<file path="src/rtl/one_hot_seq.sv">
// N-position sequencer with registered count and one-hot decode, direction control,
// wrap/one-shot termination and parallel load. Optional self-check: ONE_HOT_SEQ_CHECK_EN.
module one_hot_seq #(
  parameter int N  = 8,
  parameter int CW = 3
) (
  input  logic          clk,
  input  logic          nreset,
  input  logic          go,
  input  logic          dir,
  input  logic          wrap_en,
  input  logic          load,
  input  logic [CW-1:0] load_idx,
  output logic [CW-1:0] count,
  output logic [N-1:0]  one_hot1,
  output logic          busy,
  output logic          done
`ifdef ONE_HOT_SEQ_CHECK_EN
  ,
  output logic          onehot_err
`endif
);

  localparam logic [CW-1:0] LAST = CW'(N - 1);
  localparam logic [CW-1:0] ONE  = CW'(1);

  typedef enum logic [1:0] {S_IDLE, S_RUN, S_DONE} state_t;

  state_t        r_state;
  state_t        w_state_next;
  logic [CW-1:0] r_count;
  logic [CW-1:0] w_count_next;
  logic [CW-1:0] w_step;
  logic [CW-1:0] w_load_clamped;
  logic [N-1:0]  r_one_hot;
  logic [N-1:0]  w_one_hot_next;
  logic          r_done;
  logic          w_done_next;
  logic          w_at_term;

  // State register, with count/decode/done registered on the same edge
  always_ff @(posedge clk) begin
    if (!nreset) begin
      r_state   <= S_IDLE;
      r_count   <= '0;
      r_one_hot <= N'(1);
      r_done    <= 1'b0;
    end else begin
      r_state   <= w_state_next;
      r_count   <= w_count_next;
      r_one_hot <= w_one_hot_next;
      r_done    <= w_done_next;
    end
  end

  // Terminal position and step arithmetic wrap modulo N, not modulo 2**CW
  always_comb begin
    w_at_term = dir ? (r_count == '0) : (r_count == LAST);
    if (dir) begin
      w_step = (r_count == '0) ? LAST : (r_count - ONE);
    end else begin
      w_step = (r_count == LAST) ? '0 : (r_count + ONE);
    end
    w_load_clamped = (load_idx > LAST) ? LAST : load_idx;
  end

  // Next-state logic
  always_comb begin
    w_state_next = r_state;
    if (load) begin
      w_state_next = S_IDLE;
    end else begin
      unique case (r_state)
        S_IDLE:  if (go) w_state_next = S_RUN;
        S_RUN:   if (go && w_at_term && !wrap_en) w_state_next = S_DONE;
        S_DONE:  if (!go) w_state_next = S_IDLE;
        default: w_state_next = S_IDLE;
      endcase
    end
  end

  // Datapath next values; a one-shot terminal step holds count but still pulses done
  always_comb begin
    w_count_next = r_count;
    w_done_next  = 1'b0;
    if (load) begin
      w_count_next = w_load_clamped;
    end else if (r_state == S_RUN && go) begin
      w_done_next = w_at_term;
      if (!(w_at_term && !wrap_en)) begin
        w_count_next = w_step;
      end
    end
  end

  generate
    for (genvar gi = 0; gi < N; gi++) begin : g_decode
      assign w_one_hot_next[gi] = (w_count_next == CW'(gi));
    end
  endgenerate

  // Output logic
  always_comb begin
    busy     = (r_state == S_RUN);
    count    = r_count;
    one_hot1 = r_one_hot;
    done     = r_done;
  end

`ifdef ONE_HOT_SEQ_CHECK_EN
  logic [N-1:0] w_dec_now;
  logic         w_not_onehot;
  logic         w_mismatch;
  logic         r_onehot_err;

  generate
    for (genvar gi = 0; gi < N; gi++) begin : g_check_dec
      assign w_dec_now[gi] = (r_count == CW'(gi));
    end
  endgenerate

  always_comb begin
    w_not_onehot = (r_one_hot == '0) || ((r_one_hot & (r_one_hot - N'(1))) != '0);
    w_mismatch   = (r_one_hot != w_dec_now) || w_not_onehot;
  end

  always_ff @(posedge clk) begin
    if (!nreset) begin
      r_onehot_err <= 1'b0;
    end else if (w_mismatch) begin
      r_onehot_err <= 1'b1;
    end
  end

  assign onehot_err = r_onehot_err;
`endif

endmodule

</file>
<file path="config.mk">
export PLATFORM = sky130hd
export DESIGN_NAME = one_hot_seq
export DESIGN_NICKNAME = d
export VERILOG_FILES = /design/src/rtl/one_hot_seq.sv
export SDC_FILE = /design/constraint.sdc
export NUM_CORES = 1
export LEC_CHECK = 0
export CORE_UTILIZATION = 40
export CTS_BUF_LIST = sky130_fd_sc_hd__clkbuf_16
export CTS_CLUSTER_DIAMETER = 120
export DETAILED_ROUTE_END_ITERATION = 12
export PLACE_DENSITY = 0.72
export SYNTH_ARGS = -nofsm -noshare
export SYNTH_HDL_FRONTEND = slang
export SYNTH_SLANG_ARGS = --single-unit
</file>
<file path="constraint.sdc">
create_clock -name clk -period 1.95 [get_ports clk]
set_input_delay 0.39 -clock clk [delete_from_list [all_inputs] [get_ports clk]]
set_output_delay 0.39 -clock clk [all_outputs]
set_load 0.02 [all_outputs]
</file>
==> flow_summary_export.csv, run 1 <==
group,metric,value,unit
timing,period_needed,1.94,ns
clock_network,clockBufferDepth,2,
grt,track_usage,22.5,%
power,internal_power,0.669,mW
die,die_x,44.8,um
placement,placed_area,1070,um^2
routing,drt-initial-drc-count,12,
routing,drc,0,
timing,slew_headroom,80.1,%
timing,fin_skew,0.00499,ns
clock_network,cts_tree,"built",
hold_path,hold_path.class,"reg2reg",
finish,syn2layout_area_growth,74.2,%
placement,dp_hpwl,1.21,mm
power,p_comb_share,21.9,%
grt,antenna_found_initial,0,
power,clkPwrFrac,43.3,%
synthesis,syn_area,733,um^2
placement,gp_congestion,0.821,
synthesis,ys_seq_elements,14,
synthesis,netlist_top_cells_area,"dfxtp_1 (38%), ha_1 (8.5%), nor3_1 (5.5%)",
routing,avgViaCountPerCell,5.16,
setup_path,path_max_fanout,5,
clock_network,clk_latency,0.24,ns
finish,fin_nets,125,
die,start_util,42.5,%
clock_network,cts_max_level,1,
setup_path,critPathRequiredTime,2.12,ns
outcome,run_status,"completed",
power,powerDensity,698,nW/um^2
timing,rsz0062_at_grt,"yes",
timing,fin_crit_sh,99.6,%
setup_path,end_kind,"flop",
timing,max_slew.worst_pin.slew,0.290,ns
grt,grt_pass1_vias,692,
synthesis,synth_cell_types,31,
routing,drtPass1Iterations,4,
routing,wl_per_cell,14.4,um
setup_path,cp.arrival,2.11,ns
synthesis,synth_top_area_share,38.2,%
die,row_count,15,
synthesis,yosysWarningCount,0,
die,io_pins,22,
finish,multiInputGateArea,533,um^2
power,switching_power,0.222,mW
power,p_leak,0.518,nW
synthesis,syn_area_per_cell,10.3,um^2
clock_network,clkTransAtPathRegs,0.05,ns
finish,register_area,289,um^2
finish,diodes,0,
synthesis,netlist_instances,71,
placement,io_buffers,21,
finish,layout_commonest_cell,"clkdlybuf4s50_1",
finish,final_cell_mix,"clkdlybuf4s50_1 (18), buf_4 (14), dfxtp_1 (11)",
finish,post-route-util,74.0,%
power,vdd_drop_max,526,uV
grt,grt.overflow.total,0,
finish,design_area,1280,um^2
synthesis,seq_area_frac_synth,38.2,%
power,switching_share,24.9,%
flow_run,max_cap_viol_count,0,
grt,grt_pass1_wl,3.08,mm
clock_network,cts_made_buffers,3,
clock_network,cts_sinks,14,
synthesis,synth_nets,85,
grt,grt_max_degree,9,
setup_path,startpoint_type,"flop",
synthesis,yosysTopAreaCell,"dfxtp_1",
clock_network,cts.root.buffer_cell,"clkbuf_16",
finish,drive_above_1_share,43.6,%
setup_path,critPathKind,"reg2reg",
timing,setup_viol,0,
die,core-area,1730,um^2
die,die_y,44.8,um
timing,fmax,515,MHz
power,seqPwrFrac,34.8,%
routing,ant_nets,0,
timing,hold_violations,0,
routing,vias,696,
finish,fillers,119,
die,floorplan.die_area,2010,um^2
timing,finalMaxSlewViolations,0,
routing,routed_wl,1.95,mm
final cells by class:
| type | instances | share of cell area, % |
|---|---|---|
| Timing Repair Buffer | 36 | 25.3 |
| Multi-Input combinational cell | 50 | 41.7 |
| Tap cell | 25 | 2.45 |
| Sequential cell | 14 | 22.6 |
| Inverter | 6 | 1.76 |
| Clock inverter | 1 | 0.294 |
| Clock buffer | 3 | 5.88 |
flip-flops by register name, summed over array words and instances, names as in the netlist:
register  flops
done          1
count         3
one_hot1      8
r_state       2
routing by layer:
layer  vias to the layer above  share of wire (%)  wire [um]  global-route usage, %
met3                         9                4.4         86                   6.00
met5                         -                  0          0                      0
met1                       325                 39        758                   22.4
li1                        333                  -          -                      -
met4                         0                4.5         87                   17.6
met2                        29                 52       1020                   39.4
per-stage QoR:
| stage | setup TNS, ns | instances | setup WS (ns) | hold slack [ns] | total power [mW] |
|---|---|---|---|---|---|
| floorplan | 0 | 71 | 0.00141 | 0.461 | 0.400 |
| global placement | -2.12 | 127 | -0.257 | 0.516 | 0.473 |
| detailed placement | -2.46 | 127 | -0.286 | 0.531 | 0.476 |
| CTS | 0 | 134 | 0.00333 | 0.541 | 0.873 |
| global route | -0.195 | 135 | -0.0535 | 0.598 | 0.921 |
| finish | 0 | 135 | 0.00857 | 0.591 | 0.891 |
repair_timing:
action / CTS / global route
setup buffers: 3 / 1
gates resized for setup: 16 / 10
cloned: 0 / 0
hold buffers: 0 / 0
setup endpoints to repair: 7 / 9
pin swaps: 8 / 8
power by group through the flow:
stage          clock network, mW  registers (mW)  logic, mW
2_1_floorplan                  0           0.328     0.0721
3_3_place_gp                   0           0.314      0.159
3_5_place_dp                   0           0.314      0.162
4_1_cts                    0.387           0.309      0.178
5_1_grt                    0.401           0.312      0.209
6_report                   0.386           0.310      0.196
cell families (layout without fill, tap and decap cells):
kind of cell | after synthesis | count (layout) | synth area share (%)
DFF | 14 | 14 | 38.2
muxes | 5 | 5 | 8.19
and+or+nand+nor | 29 | 29 | 26.5
buffers and inverters | 7 | 46 | 4.61
AOI/OAI and AO/OA | 10 | 10 | 12.8
xor gates and xnor gates | 1 | 1 | 1.19
adders and majority gates | 5 | 5 | 8.53
cell usage after synthesis:
library cell / number
o21ai_0: 2
o311ai_2: 1
a2bb2oi_1: 1
and4bb_4: 1
ha_1: 5
nor2b_1: 2
and4_1: 1
nand2b_1: 1
buf_6: 1
dfxtp_1: 14
nor3b_4: 1
or3_1: 2
o21a_1: 1
nor3_1: 8
xor2_1: 1
nand2_1: 3
nor4b_1: 1
mux2i_1: 3
nand3b_1: 1
or2_2: 1
nand2_2: 1
a31oi_1: 2
mux2_4: 2
o31ai_1: 1
nor2_1: 3
inv_1: 6
a21oi_1: 1
and2b_2: 1
or2_4: 1
o311ai_4: 1
nor3_2: 1
final timing paths:
kind / from / to / slack [ns] / cells past startpoint
setup / recovery: count[0] / one_hot1[6] / 0.009 / 7
hold / removal: r_state[0] / r_state[0] / 0.59 / 1
setup reg to reg: count[0] / one_hot1[6] / 0.009 / 7
hold reg to reg: r_state[0] / r_state[0] / 0.59 / 1
critical path, stage by stage (launching register included):
cell	delay, ns
dfxtp_4	0.37
inv_2	0.06
ha_4	0.16
and4bb_4	0.22
or3_4	0.38
o311ai_4	0.30
nand2_2	0.17
nor3_2	0.20
Power figures use the tool's default switching activity.
==> run 2: changes to the inputs <==
Settings changed: PLACE_DENSITY 0.72 to 0.84.
==> run 2 against run 1 <==
Worst setup slack worse by 0.013 ns. Global-route usage decreased by 5.3 points. Utilization decreased by 4.7 points. Combinational power down 11%. The run now ends with negative setup slack left. Highest routed layer unchanged. Sequential power about the same. Power fell by 2.4%. Count of clock-buffer cells in the layout unchanged.
==> flow_summary_export.csv, run 2 (synthesized netlist as in run 1, its figures left out) <==
group,metric,value,unit
routing,drtPass1Iterations,2,
die,row_count,15,
clock_network,cts_made_buffers,3,
flow_run,max_cap_viol_count,0,
finish,fillers,139,
die,core-area,1730,um^2
grt,antenna_found_initial,0,
routing,drc,0,
grt,grt_max_degree,9,
clock_network,cts_max_level,1,
finish,final_cell_mix,"clkdlybuf4s50_1 (18), dfxtp_1 (11), buf_4 (9)",
timing,finalMaxSlewViolations,0,
finish,fin_nets,119,
routing,drt-initial-drc-count,6,
hold_path,whs_endpoint,"r_state[0]",
grt,grt.overflow.total,0,
finish,register_area,289,um^2
finish,diodes,0,
hold_path,hold_path.class,"in2reg",
timing,holdWs,0.496,ns
clock_network,clockBufferDepth,2,
timing,hold_violations,0,
timing,fin_crit_sh,100,%
hold_path,hold_depth,3,
timing,fin_ws,-0.00483,ns
grt,grt_pass1_wl,2.36,mm
routing,ant_nets,0,
placement,gp_congestion,0.821,
setup_path,critPathRequiredTime,2.10,ns
timing,fin_skew,0.00268,ns
setup_path,end_kind,"flop",
clock_network,ctsHoldBuffers,0,
placement,placed_cells,125,
routing,wl_per_cell,13.2,um
routing,routed_wl,1.71,mm
placement,dp_hpwl,1.16,mm
setup_path,rrSetupSlack,-0.005,ns
clock_network,cts.root.buffer_cell,"clkbuf_16",
power,vdd_drop_max,398,uV
clock_network,clkTransAtPathRegs,0.05,ns
setup_path,worstReg2RegEnd,"one_hot1[0]",
setup_path,r2r_start,"count[1]",
hold_path,min_from,"go",
placement,io_buffers,21,
clock_network,cts_tree,"built",
die,io_pins,22,
placement,post-place-ws,-0.319,ns
die,die_y,44.8,um
grt,track_usage,17.2,%
timing,period_needed,1.95,ns
die,floorplan.die_area,2010,um^2
finish,stdcell_count,129,
outcome,run_status,"finished with violations",
clock_network,clk_latency,0.24,ns
power,p_leak,0.489,nW
finish,syn2layout_area_growth,63.1,%
routing,vias,651,
timing,setup_viol,2,
grt,grt_pass1_vias,578,
finish,multiInputGateArea,497,um^2
timing,max_slew.worst_pin.slew,0.326,ns
setup_path,cp.arrival,2.11,ns
setup_path,r2r_cells,7,
die,start_util,42.5,%
finish,largest_reg_flops,8,
setup_path,critPathKind,"reg2reg",
timing,fmax,512,MHz
finish,post-route-util,69.3,%
setup_path,startpoint_type,"flop",
finish,drive_above_1_share,35.6,%
outcome,violations,"negative setup slack",
timing,slew_headroom,78.1,%
clock_network,cts_sinks,14,
setup_path,path_max_fanout,4,
power,powerDensity,727,nW/um^2
die,die_x,44.8,um
finish,layout_commonest_cell,"clkdlybuf4s50_1",
routing,avgViaCountPerCell,5.05,
timing,rsz0062_at_grt,"yes",
[run 2: cell types whose count changed in the layout (fill, tap and decap cells not counted), sizes merged]
cell	change
buf	-6
dlygate4sd2	-1
dlymetal6s2s	+1
[run 2: how the worst max path moves through the flow]
stage / start / slack [ns] / depth (start not counted) / endpoint
after floorplan: count[1] / 0.001 / 7 / one_hot1[0]
after global placement: dir / -0.26 / 6 / one_hot1[6]
after detailed placement: dir / -0.32 / 6 / one_hot1[2]
after CTS: count[0] / 0.002 / 7 / one_hot1[3]
after global routing: count[1] / -0.12 / 8 / one_hot1[0]
final: count[1] / -0.005 / 7 / one_hot1[0]
[run 2: worst max-delay path, cell delays in order (launching register included)]
cell and delay (ns):
dfxtp_4 0.36, ha_4 0.17, ha_4 0.15, nor3b_4 0.16, nor3_4 0.21, mux2_4 0.33, mux2_4 0.29, o31ai_1 0.19
[run 2: final cells by class]
| cell class | instances | area share [%] |
|---|---|---|
| clock inverters | 1 | 0.314 |
| well taps | 25 | 2.62 |
| repair buffers | 30 | 23.2 |
| multi-input cells | 50 | 41.5 |
| flip-flops and latches | 14 | 24.2 |
| clock buffers | 3 | 6.28 |
| inverters | 6 | 1.88 |
[run 2: routing by layer]
metal / global-route usage (%) / share of wire, %
met3: 4.00 / 4.1
met5: 0 / 0
met2: 31.8 / 54
met1: 17.1 / 40
met4: 10.9 / 2.3
[run 2: repair_timing]
item	CTS	global route
pin swaps	1	0
resized for setup	8	10
setup buffers	0	0
setup endpoints to repair	9	10
[run 2: through the flow]
step	instance area [um^2]	TNS (ns)	total power [mW]
floorplan	753	0	0.400
global placement	1050	-2.40	0.469
detailed placement	1050	-2.85	0.472
CTS	1160	0	0.852
global route	1200	-0.334	0.893
finish	1200	-0.00604	0.870
[run 2: report_power, final]
group	total (mW)	switching, mW	internal, mW
sequential	0.310	0.0105	0.299
clock	0.385	0.114	0.270
combinational	0.175	0.0857	0.0898
total	0.870	0.211	0.659
==> run 3: changes to the inputs <==
Settings changed: HOLD_SLACK_MARGIN set to 0.06, SLEW_MARGIN set to 15.
==> results of run 3 <==
No change in the layout: final DEF, timing and power equal those of run 2.
